$ cat src/rtl/branch_predictor_pkg.sv
// Shared CPU constants for the branch predictor: PC width, instruction step
// and the direction-counter encodings used at reset and on allocation.
package branch_predictor_pkg;

   localparam int unsigned CPU_ADDR_W = 32;
   localparam int unsigned PC_STEP    = 4;

   // Weakly not-taken: just below the taken threshold.
   function automatic int unsigned ctr_reset_val(input int unsigned w);
      return (32'd1 << (w - 32'd1)) - 32'd1;
   endfunction

   // Weakly taken: the smallest value with the MSB set.
   function automatic int unsigned ctr_alloc_val(input int unsigned w);
      return 32'd1 << (w - 32'd1);
   endfunction

endpackage

$ cat src/rtl/branch_predictor_sat_counter.sv
// W-bit saturating up/down counter with load-max, evaluated combinationally
// to produce the trained value of one BTB direction counter.
module sat_counter #(
   parameter int unsigned W = 2
) (
   input  logic [W-1:0] cnt_i,
   input  logic         inc_i,
   input  logic         dec_i,
   input  logic         load_max_i,
   output logic [W-1:0] cnt_o
);

   always_comb begin
      cnt_o = cnt_i;
      if (load_max_i) begin
         cnt_o = '1;
      end else if (inc_i && (cnt_i != '1)) begin
         cnt_o = cnt_i + W'(1);
      end else if (dec_i && (cnt_i != '0)) begin
         cnt_o = cnt_i - W'(1);
      end
   end

endmodule

$ cat src/rtl/branch_predictor.sv
// Direct-mapped BTB with per-entry direction counters: combinational IF
// prediction, an IF->ID prediction register, and ID-stage training/mispredict.
module branch_predictor
   import branch_predictor_pkg::*;
#(
   parameter int unsigned ENTRIES = 16,
   parameter int unsigned ADDR_W  = CPU_ADDR_W,
   parameter int unsigned CTR_W   = 2,
   parameter int unsigned CNT_W   = 16
) (
   input  logic              clock,
   input  logic              resetn,
   input  logic [ADDR_W-1:0] if_pc,
   output logic              pred_taken,
   output logic [ADDR_W-1:0] pred_target,
   input  logic              stall,
   input  logic              flush,
   input  logic              upd_valid,
   input  logic [ADDR_W-1:0] upd_pc,
   input  logic              upd_taken,
   input  logic [ADDR_W-1:0] upd_target,
   input  logic [ADDR_W-1:0] upd_fallthru,
   input  logic              upd_is_jump,
   output logic              mispredict,
   output logic [ADDR_W-1:0] correct_pc,
   output logic [CNT_W-1:0]  hit_count,
   output logic [CNT_W-1:0]  miss_count
);

   localparam int unsigned IDX_W = $clog2(ENTRIES);
   localparam int unsigned TAG_W = ADDR_W - IDX_W - 2;
   localparam logic [CTR_W-1:0] CTR_RST   = CTR_W'(ctr_reset_val(CTR_W));
   localparam logic [CTR_W-1:0] CTR_ALLOC = CTR_W'(ctr_alloc_val(CTR_W));

   logic              valid_q  [ENTRIES];
   logic [TAG_W-1:0]  tag_q    [ENTRIES];
   logic [ADDR_W-1:0] target_q [ENTRIES];
   logic [CTR_W-1:0]  ctr_q    [ENTRIES];

   logic              id_pv_q;
   logic              id_taken_q;
   logic [ADDR_W-1:0] id_target_q;
   logic [CNT_W-1:0]  hit_count_q;
   logic [CNT_W-1:0]  miss_count_q;
   logic [CNT_W-1:0]  hit_count_d;
   logic [CNT_W-1:0]  miss_count_d;

   logic [IDX_W-1:0]  if_idx;
   logic [TAG_W-1:0]  if_tag;
   logic              if_hit;
   logic [IDX_W-1:0]  upd_idx;
   logic [TAG_W-1:0]  upd_tag;
   logic              upd_hit;
   logic              upd_en;
   logic              upd_write;
   logic [CTR_W-1:0]  ctr_base;
   logic [CTR_W-1:0]  ctr_d;
   logic              unused_pc_bits;

   // Low PC bits are always zero for word-aligned instructions.
   assign unused_pc_bits = ^{if_pc[1:0], upd_pc[1:0]};

   // ---------------- IF lookup ----------------
   assign if_idx      = if_pc[IDX_W+1:2];
   assign if_tag      = if_pc[ADDR_W-1:IDX_W+2];
   assign if_hit      = valid_q[if_idx] && (tag_q[if_idx] == if_tag);
   assign pred_taken  = if_hit && ctr_q[if_idx][CTR_W-1];
   assign pred_target = pred_taken ? target_q[if_idx] : (if_pc + ADDR_W'(PC_STEP));

   // ---------------- ID resolution ----------------
   assign upd_en     = upd_valid && !stall;
   assign mispredict = upd_en && id_pv_q &&
                       ((id_taken_q != upd_taken) ||
                        (id_taken_q && upd_taken && (id_target_q != upd_target)));
   assign correct_pc = upd_taken ? upd_target : upd_fallthru;

   assign upd_idx = upd_pc[IDX_W+1:2];
   assign upd_tag = upd_pc[ADDR_W-1:IDX_W+2];
   assign upd_hit = valid_q[upd_idx] && (tag_q[upd_idx] == upd_tag);

   // A miss that resolves not-taken leaves the table untouched.
   assign upd_write = upd_en && (upd_hit || upd_taken);
   assign ctr_base  = upd_hit ? ctr_q[upd_idx] : CTR_ALLOC;

   sat_counter #(
      .W (CTR_W)
   ) u_sat_counter (
      .cnt_i      (ctr_base),
      .inc_i      (upd_hit && upd_taken),
      .dec_i      (upd_hit && !upd_taken),
      .load_max_i (upd_is_jump),
      .cnt_o      (ctr_d)
   );

   always_ff @(posedge clock or negedge resetn) begin
      if (!resetn) begin
         for (int i = 0; i < ENTRIES; i++) begin
            valid_q[i]  <= 1'b0;
            tag_q[i]    <= '0;
            target_q[i] <= '0;
            ctr_q[i]    <= CTR_RST;
         end
      end else if (upd_write) begin
         valid_q[upd_idx] <= 1'b1;
         tag_q[upd_idx]   <= upd_tag;
         ctr_q[upd_idx]   <= ctr_d;
         if (upd_taken) begin
            target_q[upd_idx] <= upd_target;
         end
      end
   end

   // Flush wins over stall: a held prediction can still be invalidated.
   always_ff @(posedge clock or negedge resetn) begin
      if (!resetn) begin
         id_pv_q     <= 1'b0;
         id_taken_q  <= 1'b0;
         id_target_q <= '0;
      end else begin
         if (!stall) begin
            id_pv_q     <= 1'b1;
            id_taken_q  <= pred_taken;
            id_target_q <= pred_target;
         end
         if (flush) begin
            id_pv_q <= 1'b0;
         end
      end
   end

   // ---------------- statistics ----------------
   always_comb begin
      hit_count_d  = hit_count_q;
      miss_count_d = miss_count_q;
      if (mispredict) begin
         miss_count_d = miss_count_q + CNT_W'(1);
      end else if (upd_en && id_pv_q) begin
         hit_count_d = hit_count_q + CNT_W'(1);
      end
   end

   always_ff @(posedge clock or negedge resetn) begin
      if (!resetn) begin
         hit_count_q  <= '0;
         miss_count_q <= '0;
      end else begin
         hit_count_q  <= hit_count_d;
         miss_count_q <= miss_count_d;
      end
   end

   assign hit_count  = hit_count_q;
   assign miss_count = miss_count_q;

endmodule

$ cat config.mk
export PLATFORM = sky130hd
export DESIGN_NAME = branch_predictor
export DESIGN_NICKNAME = d
export VERILOG_FILES = /design/src/rtl/branch_predictor_pkg.sv /design/src/rtl/branch_predictor_sat_counter.sv /design/src/rtl/branch_predictor.sv
export SDC_FILE = /design/constraint.sdc
export NUM_CORES = 2
export LEC_CHECK = 0
export CAP_MARGIN = 20
export CORE_MARGIN = 3
export CORE_UTILIZATION = 50
export CTS_CLUSTER_DIAMETER = 50
export DETAILED_ROUTE_END_ITERATION = 7
export PLACE_DENSITY = 0.78
export SLEW_MARGIN = 0
export SYNTH_ARGS = -nofsm -noshare
export SYNTH_HDL_FRONTEND = slang
export SYNTH_HIERARCHICAL = 1
export SYNTH_SLANG_ARGS = --single-unit
export TNS_END_PERCENT = 100
$ cat constraint.sdc
create_clock -name clock -period 5.51 [get_ports clock]
set_clock_uncertainty 0.15 [all_clocks]
set_input_delay 1.102 -clock clock [delete_from_list [all_inputs] [get_ports clock]]
set_output_delay 1.102 -clock clock [all_outputs]
set_load 0.005 [all_outputs]
-- Word level (Yosys, flattened, before mapping)
Cells that the tools add are included.
- bits in latches: 0
- word-level logic and storage cells: 148
- bits in writable memories: 0
- input port bits: 135
- memories: 0
- memory bits (read-only): 0
- bits in registers: 1042
- multipliers: 0
- bitwise gates (word level): 4
- reductions and logical operators: 21
- $add $sub $neg: 5
- divide/modulo/power cells: 0
- equal/unequal tests: 6
- shift operators: 0
- $lt $le $gt $ge: 3
- multiplexer cells: 40
- operator list (kind ; number):
    bitwise mux 512 bit ; 1
    bitwise mux 416 bit ; 1
    binary-select mux 26 bit (select 4 bit) ; 2
    2-to-1 mux 32 bit ; 5
    2-to-1 mux 26 bit ; 5
    binary-select mux 32 bit (select 4 bit) ; 1
    demux 32 bit (select 4 bit) ; 1
    demux 26 bit (select 4 bit) ; 1
    == test 26 bit ; 2
    adder 16 x 1 -> 16 bit (second input constant) ; 2
    adder 32 x 3 -> 32 bit (second input constant) ; 1
    bitwise mux 32 bit ; 1
    inequality test 32 bit ; 1
    2-to-1 mux 2 bit ; 9
    binary-select mux 2 bit (select 4 bit) ; 2
    OR 16 bit ; 1
    logical AND 1 bit ; 14
    greater-or-equal comparator 5 bit (second input constant) ; 2
    NOT 4 -> 5 bit ; 2
    binary-select mux 1 bit (select 4 bit) ; 2
    demux 2 bit (select 4 bit) ; 1
    2-to-1 mux 1 bit ; 7
    < comparator 5 x 1 -> 1 bit (second input constant) ; 1
    demux 1 bit (select 4 bit) ; 1
    other kinds (10) ; 13

-- Logic depth before layout (Yosys ltp)
- depth in word-level cells: 13
- gate-level depth with buffers: 20
- depth with buffers taken out: 15

-- By module
The synthesis kept the hierarchy.
- by module, submodules not included (module ; area an instance (µm²) ; sequential area each (µm²) ; cells each ; times used):
    branch_predictor ; 53228.6 ; 26095.0 ; 3599 ; 1
    sat_counter ; 92.6 ; 0.0 ; 12 ; 1

-- Worst setup path before layout
Ideal clock, no wire load.
- path type: input-to-reg
- start: input port upd_pc[2]
- end: register ctr_q[11] (netlist name)
- data required time: 5.295 ns
- setup slack: -0.098 ns
- setup time: 0.065 ns
- stages: 17
- arrival time: 5.393 ns
- buffers on the path: 4
- cells stage by stage: buf_6 > buf_6 > buf_6 > mux4_2 > mux4_2 > xor2_1 > or3b_2 > nand4b_1 > or4_1 > nor2b_1 > inv_1 > ha_1 > nor2b_1 > mux2_1 > o21ai_1 > clkbuf_1 > mux2_2
- cells in the longest elaborated chain, start to end: 13
- elaborated cells between the ends (all ways): 32
- RTL lines (element ; line ; text):
    from (decl) ; branch_predictor.sv:19 ; input logic [ADDR_W-1:0] upd_pc,
    NOT 4 -> 5 bit (implied by the code) (*) ; branch_predictor.sv:79, branch_predictor.sv:83 ;
    binary-select mux 26 bit (select 4 bit) ; branch_predictor.sv:79 ; assign upd_hit = valid_q[upd_idx] && (tag_q[upd_idx] == upd_tag);
    2-to-1 mux 26 bit (implied by the code) (2 in series) ; branch_predictor.sv:79 ;
    == test 26 bit ; branch_predictor.sv:79 ;
    logical AND 1 bit ; branch_predictor.sv:79 ;
    2-to-1 mux 2 bit (*) ; branch_predictor.sv:83 ; assign ctr_base = upd_hit ? ctr_q[upd_idx] : CTR_ALLOC;
    named net ctr_base[0] ; branch_predictor.sv:56 ; logic [CTR_W-1:0] ctr_base;
    branches (longest 3 deep; another with subtractor 2 x 1 -> 2 bit) ; -- ;
    2-to-1 mux 2 bit (*) ; branch_predictor_sat_counter.sv:17 ; end else if (inc_i && (cnt_i != '1)) begin
    2-to-1 mux 2 bit (*) ; branch_predictor_sat_counter.sv:15 ; if (load_max_i) begin
    named net ctr_d[1] ; branch_predictor.sv:57 ; logic [CTR_W-1:0] ctr_d;
    bitwise mux 32 bit (*) ; branch_predictor.sv:106 ; ctr_q[upd_idx] <= ctr_d;
    to (signal, indexed assignment) ; branch_predictor.sv:106 ;
    to (decl) ; branch_predictor.sv:38 ; logic [CTR_W-1:0] ctr_q [ENTRIES];
Mark *: on every way through the listed nets, which the timed path passes. The select of a mux whose other input is x is not followed.
A chain may end at the register's enable or synchronous reset.

-- Final worst setup path
- start: input port if_pc[3]
- end: output port pred_target[0]
- cells in the longest elaborated chain, start to end: 8
- elaborated cells between the ends (all ways): 17
- RTL lines (element ; line ; text):
    from (decl) ; branch_predictor.sv:13 ; input logic [ADDR_W-1:0] if_pc,
    NOT 4 -> 5 bit (implied by the code) (*) ; branch_predictor.sv:66, branch_predictor.sv:67, branch_predictor.sv:68 ;
    binary-select mux 26 bit (select 4 bit) ; branch_predictor.sv:66 ; assign if_hit = valid_q[if_idx] && (tag_q[if_idx] == if_tag);
    2-to-1 mux 26 bit (implied by the code) (2 in series) ; branch_predictor.sv:66 ;
    == test 26 bit ; branch_predictor.sv:66 ;
    logical AND 1 bit ; branch_predictor.sv:66 ;
    logical AND 1 bit ; branch_predictor.sv:67 ; assign pred_taken = if_hit && ctr_q[if_idx][CTR_W-1];
    2-to-1 mux 32 bit (*) ; branch_predictor.sv:68 ; assign pred_target = pred_taken ? target_q[if_idx] : (if_pc + ADDR_W'(PC_STEP));
    to (decl) ; branch_predictor.sv:15 ; output logic [ADDR_W-1:0] pred_target,
Mark *: on every way between the ends. The rest lies on a longest branch, timed or not. The select of a mux whose other input is x is not followed.

==> impl_metrics.prom <==
# TYPE chip_impl_metric gauge
chip_impl_metric{name="worst_slack",unit="ns"} -0.1046
chip_impl_metric{name="powerDensity",unit="mW/mm2"} 329.6
chip_impl_metric{name="p_comb_frac",unit=""} 0.173
chip_impl_metric{name="synth_warn",unit=""} 6
chip_impl_metric{name="switching_power",unit="uW"} 5624
chip_impl_metric{name="yosys_register_bits",unit=""} 1042
chip_impl_metric{name="clock_insertion_delay_worst_skew",unit="ns"} 0.74
chip_impl_metric{name="dpl_cell_area",unit="mm2"} 0.05951
chip_impl_info{name="clk_root_buffer_cell",value="clkbuf_16"} 1
chip_impl_metric{name="stdcell_area",unit="mm2"} 0.06451
chip_impl_metric{name="detailedRoute.firstPassIterationCount",unit=""} 5
chip_impl_metric{name="synth_enable_flop_cells",unit=""} 0
chip_impl_metric{name="floorplan.die.height",unit="um"} 332.6
chip_impl_metric{name="numCtsBuffers",unit=""} 119
chip_impl_metric{name="dieWidth",unit="um"} 332.6
chip_impl_metric{name="grt.total_usage",unit=""} 0.2877
chip_impl_metric{name="place.detailed.instances",unit=""} 5266
chip_impl_info{name="mostFrequentLayoutCell",value="dfrtp_1"} 1
chip_impl_metric{name="critical_path.max_fanout",unit=""} 8
chip_impl_metric{name="ys_types",unit=""} 77
chip_impl_metric{name="share_of_total_power_consumed_by_net_switching",unit=""} 0.2645
chip_impl_metric{name="grt_max_degree",unit=""} 136
chip_impl_metric{name="synthCells",unit=""} 3611
chip_impl_metric{name="final_layout_size_suffix_gt1_frac",unit=""} 0.5222
chip_impl_metric{name="drt_wl_total",unit="mm"} 159.7
chip_impl_metric{name="total_power",unit="uW"} 21260
chip_impl_metric{name="fin_nets",unit=""} 4169
chip_impl_metric{name="global_route_wire_length_before_repair",unit="mm"} 239.9
chip_impl_metric{name="p_leak",unit="uW"} 0.02940
chip_impl_metric{name="routedWlPerCell",unit="um"} 28.90
chip_impl_metric{name="power_frac_seq",unit=""} 0.440
chip_impl_info{name="worst_setup_path_start_kind",value="input pin"} 1
chip_impl_metric{name="dp_hpwl",unit="mm"} 103.4
chip_impl_metric{name="max_clock_freq",unit="MHz"} 178.1
chip_impl_metric{name="design.core.area",unit="mm2"} 0.1056
chip_impl_metric{name="vias",unit=""} 35027
chip_impl_metric{name="stdcell_count",unit=""} 5525
chip_impl_metric{name="pwr-share-clk",unit=""} 0.387
chip_impl_metric{name="routed_via_density",unit=""} 6.340
chip_impl_metric{name="fill_cells",unit=""} 7620
chip_impl_metric{name="worst_ep_arrival_time",unit="ns"} 4.36
chip_impl_info{name="critPathKind",value="input pin to primary output"} 1
chip_impl_info{name="holdCritPathClass",value="input pin to asynchronous set/reset pin"} 1
chip_impl_metric{name="tightestPinTransition",unit="ns"} 1.040
chip_impl_metric{name="die_area",unit="mm2"} 0.1106
chip_impl_metric{name="final-hold-violation-count",unit=""} 0
chip_impl_metric{name="sequential_area",unit="mm2"} 0.02610
chip_impl_metric{name="setup_viol",unit=""} 31
chip_impl_metric{name="cts.clk_slew.worst_paths",unit="ns"} 0.06
chip_impl_metric{name="final_period_demand_of_the_worst_path",unit="ns"} 5.615
chip_impl_metric{name="ir_worst_vdd",unit="V"} 0.0002608
chip_impl_metric{name="async_reset_ff_frac",unit=""} 1.000
chip_impl_info{name="grt_setup_unrepaired",value="yes"} 1
chip_impl_metric{name="p_int",unit="uW"} 15640
chip_impl_metric{name="synth.avg_cell_area",unit="um2"} 14.77
chip_impl_metric{name="slew_headroom",unit=""} 0.3065
chip_impl_metric{name="multiInputGateArea",unit="mm2"} 0.02592
chip_impl_info{name="failed_checks",value="setup timing"} 1
chip_impl_metric{name="initial_antenna_violation_count",unit=""} 9
chip_impl_metric{name="synth_seq_area_share",unit=""} 0.4894
chip_impl_info{name="clock_tree_from_tritoncts",value="done"} 1
chip_impl_metric{name="cell_area_after_synthesis",unit="mm2"} 0.05332
chip_impl_metric{name="num_io_pins",unit=""} 233
chip_impl_metric{name="required_worst_endpoint",unit="ns"} 4.26
chip_impl_metric{name="clockBufferDepth",unit=""} 3
chip_impl_metric{name="floorplan.initialDensity",unit=""} 0.5051
chip_impl_metric{name="drv_cap",unit=""} 0
chip_impl_metric{name="synth_nets",unit=""} 3752
chip_impl_metric{name="drc_errors",unit=""} 0
chip_impl_metric{name="ant_nets",unit=""} 0
chip_impl_metric{name="cts_num_sinks",unit=""} 1042
chip_impl_metric{name="final_min_period_over_clock_period",unit=""} 1.019
chip_impl_metric{name="detailedRoute.firstIterationViolations",unit=""} 3238
chip_impl_metric{name="grt_pass1_vias",unit=""} 37010
chip_impl_metric{name="global_route.overflow_total",unit=""} 0
chip_impl_metric{name="htreeDepth",unit=""} 3
chip_impl_metric{name="placement.io_buffers",unit=""} 230
chip_impl_metric{name="final_max_slew_viol_count",unit=""} 0
chip_impl_info{name="status",value="finished with violations"} 1
chip_impl_metric{name="core.rowCount",unit=""} 119
chip_impl_info{name="mostFrequentLayoutCells",value="1026 x dfrtp_1, 1022 x mux2_2, 338 x mux4_2"} 1
chip_impl_metric{name="routability_congestion_estimate",unit=""} 0.9408
chip_impl_info{name="flip_flop_cell_with_the_highest_count_after_synthesis",value="dfrtp_1"} 1
chip_impl_info{name="critical_path.endpoint_type",value="primary output"} 1
chip_impl_metric{name="area_growth",unit="%"} 20.99
[path summary, 6_finish.rpt]
| kind | from | endpoint | slack, ns | cells after the start |
|---|---|---|---|---|
| worst max-delay path | if_pc[3] | pred_target[0] | -0.10 | 15 |
| worst max register to register | tag_q[58]$_DFFE_PN0P_ | ctr_q[6]$_DFFE_PN1P_ | 0.78 | 13 |
| min in group clock | hit_count[15]$_DFFE_PN0P_ | hit_count[15]$_DFFE_PN0P_ | 0.33 | 1 |
| worst min-delay path | resetn | tag_q[270]$_DFFE_PN0P_ | 0.30 | 1 |
| max in group asynchronous | resetn | target_q[348]$_DFFE_PN0P_ | 3.61 | 2 |
| worst min register to register | hit_count[15]$_DFFE_PN0P_ | hit_count[15]$_DFFE_PN0P_ | 0.33 | 1 |
[power groups by stage]
stage | Sequential [uW] | Clock [uW] | Combinational (uW)
final | 9360 | 8220 | 3680
after global routing | 9460 | 8640 | 3910
after CTS | 9330 | 8320 | 3640
after detailed placement | 9440 | 0 | 3570
after global placement | 9370 | 0 | 3470
after floorplan | 9200 | 0 | 2350
[cells in the mapped netlist (14+ instances only)]
cell type  instances  area share
mux2_2          1054        0.22
dfrtp_1         1026        0.48
mux4_2           338        0.14
clkbuf_1         200       0.014
mux2i_1          121       0.023
xnor2_1           79       0.013
nand2_1           65      0.0046
xor2_1            60      0.0099
nor2_1            58      0.0041
buf_2             55      0.0052
buf_1             48      0.0034
buf_4             34      0.0048
nand3_1           33      0.0031
nand4_1           30      0.0035
mux2_4            27      0.0076
a21oi_1           26      0.0024
inv_1             24      0.0017
nor3_1            24      0.0023
o22ai_1           20      0.0023
nand2b_1          19      0.0022
o21ai_0           17      0.0016
a22oi_1           16      0.0023
dfstp_2           16      0.0079
nor2b_1           15      0.0018
nor4_1            15      0.0018
a221oi_1          14      0.0023
buf_6             14      0.0030
[kinds of logic after synthesis]
kind of cell,count (synthesis),synth area share
multiplexers,1547,0.3972
flip-flops,1042,0.4894
buffers and inverters,378,0.03226
AND/OR/NAND/NOR,310,0.03043
AO/OA/AOI/OAI,189,0.02652
XOR/XNOR,139,0.02283
adder cells (fa/ha/maj),6,0.001408
[registers in the layout (all words and copies together), names as in the netlist]
register and cells:
valid_q 16, id_pv_q 1, hit_count 16, id_target_q 32, ctr_q 32, tag_q 416
miss_count 16, id_taken_q 1, target_q 512
[critical path, stage by stage]
cell and delay [ns]:
buf_16 0.15, buf_6 0.13, mux4_2 0.50, mux2i_2 0.23
xnor2_2 0.19, a32o_1 0.22, nand3_1 0.09, a2111o_1 0.44
nor4_4 0.31, buf_6 0.18, buf_12 0.12, buf_4 0.13
buf_16 0.12, mux2_4 0.30, buf_2 0.13
[cell type report]
cell class                      instances  area share
Sequential cell                      1042      0.4045
Multi-Input combinational cell       2191      0.4019
Timing Repair Buffer                  647      0.1006
Clock buffer                          164     0.05190
Tap cell                             1391     0.02698
Clock inverter                         58     0.01239
Inverter                               27    0.001610
Antenna cell                            5   0.0001939
[repair_timing]
action                     4_1_cts  5_1_grt
hold buffers                     0        0
gates resized for setup        212       40
cloned                           7        2
setup endpoints to repair       33       33
pin swaps                        8       14
buffers inserted                19        7
[through the flow]
| step | hold slack (ns) | setup slack (ns) | utilization | setup TNS [ns] |
|---|---|---|---|---|
| 2_1_floorplan | 0.2992 | 0.0003988 | - | 0 |
| 3_3_place_gp | 0.3102 | -0.6461 | 0.5637 | -28.61 |
| 3_5_place_dp | 0.3174 | -0.6281 | 0.5637 | -29.69 |
| 4_1_cts | 0.3248 | -0.07967 | 0.6090 | -1.125 |
| 5_1_grt | 0.3520 | -0.1707 | 0.6110 | -3.523 |
| 6_report | 0.2957 | -0.1046 | 0.6111 | -1.664 |
[metal layers]
metal  up-vias  wire (um)  GRT usage
met5         -         25          0
met1     18721      64170     0.3852
li1      14439          -          -
met3       356      13000    0.06584
met2      1507      75880     0.4582
met4         4       6590     0.1148
Power figures use the tool's default switching activity.
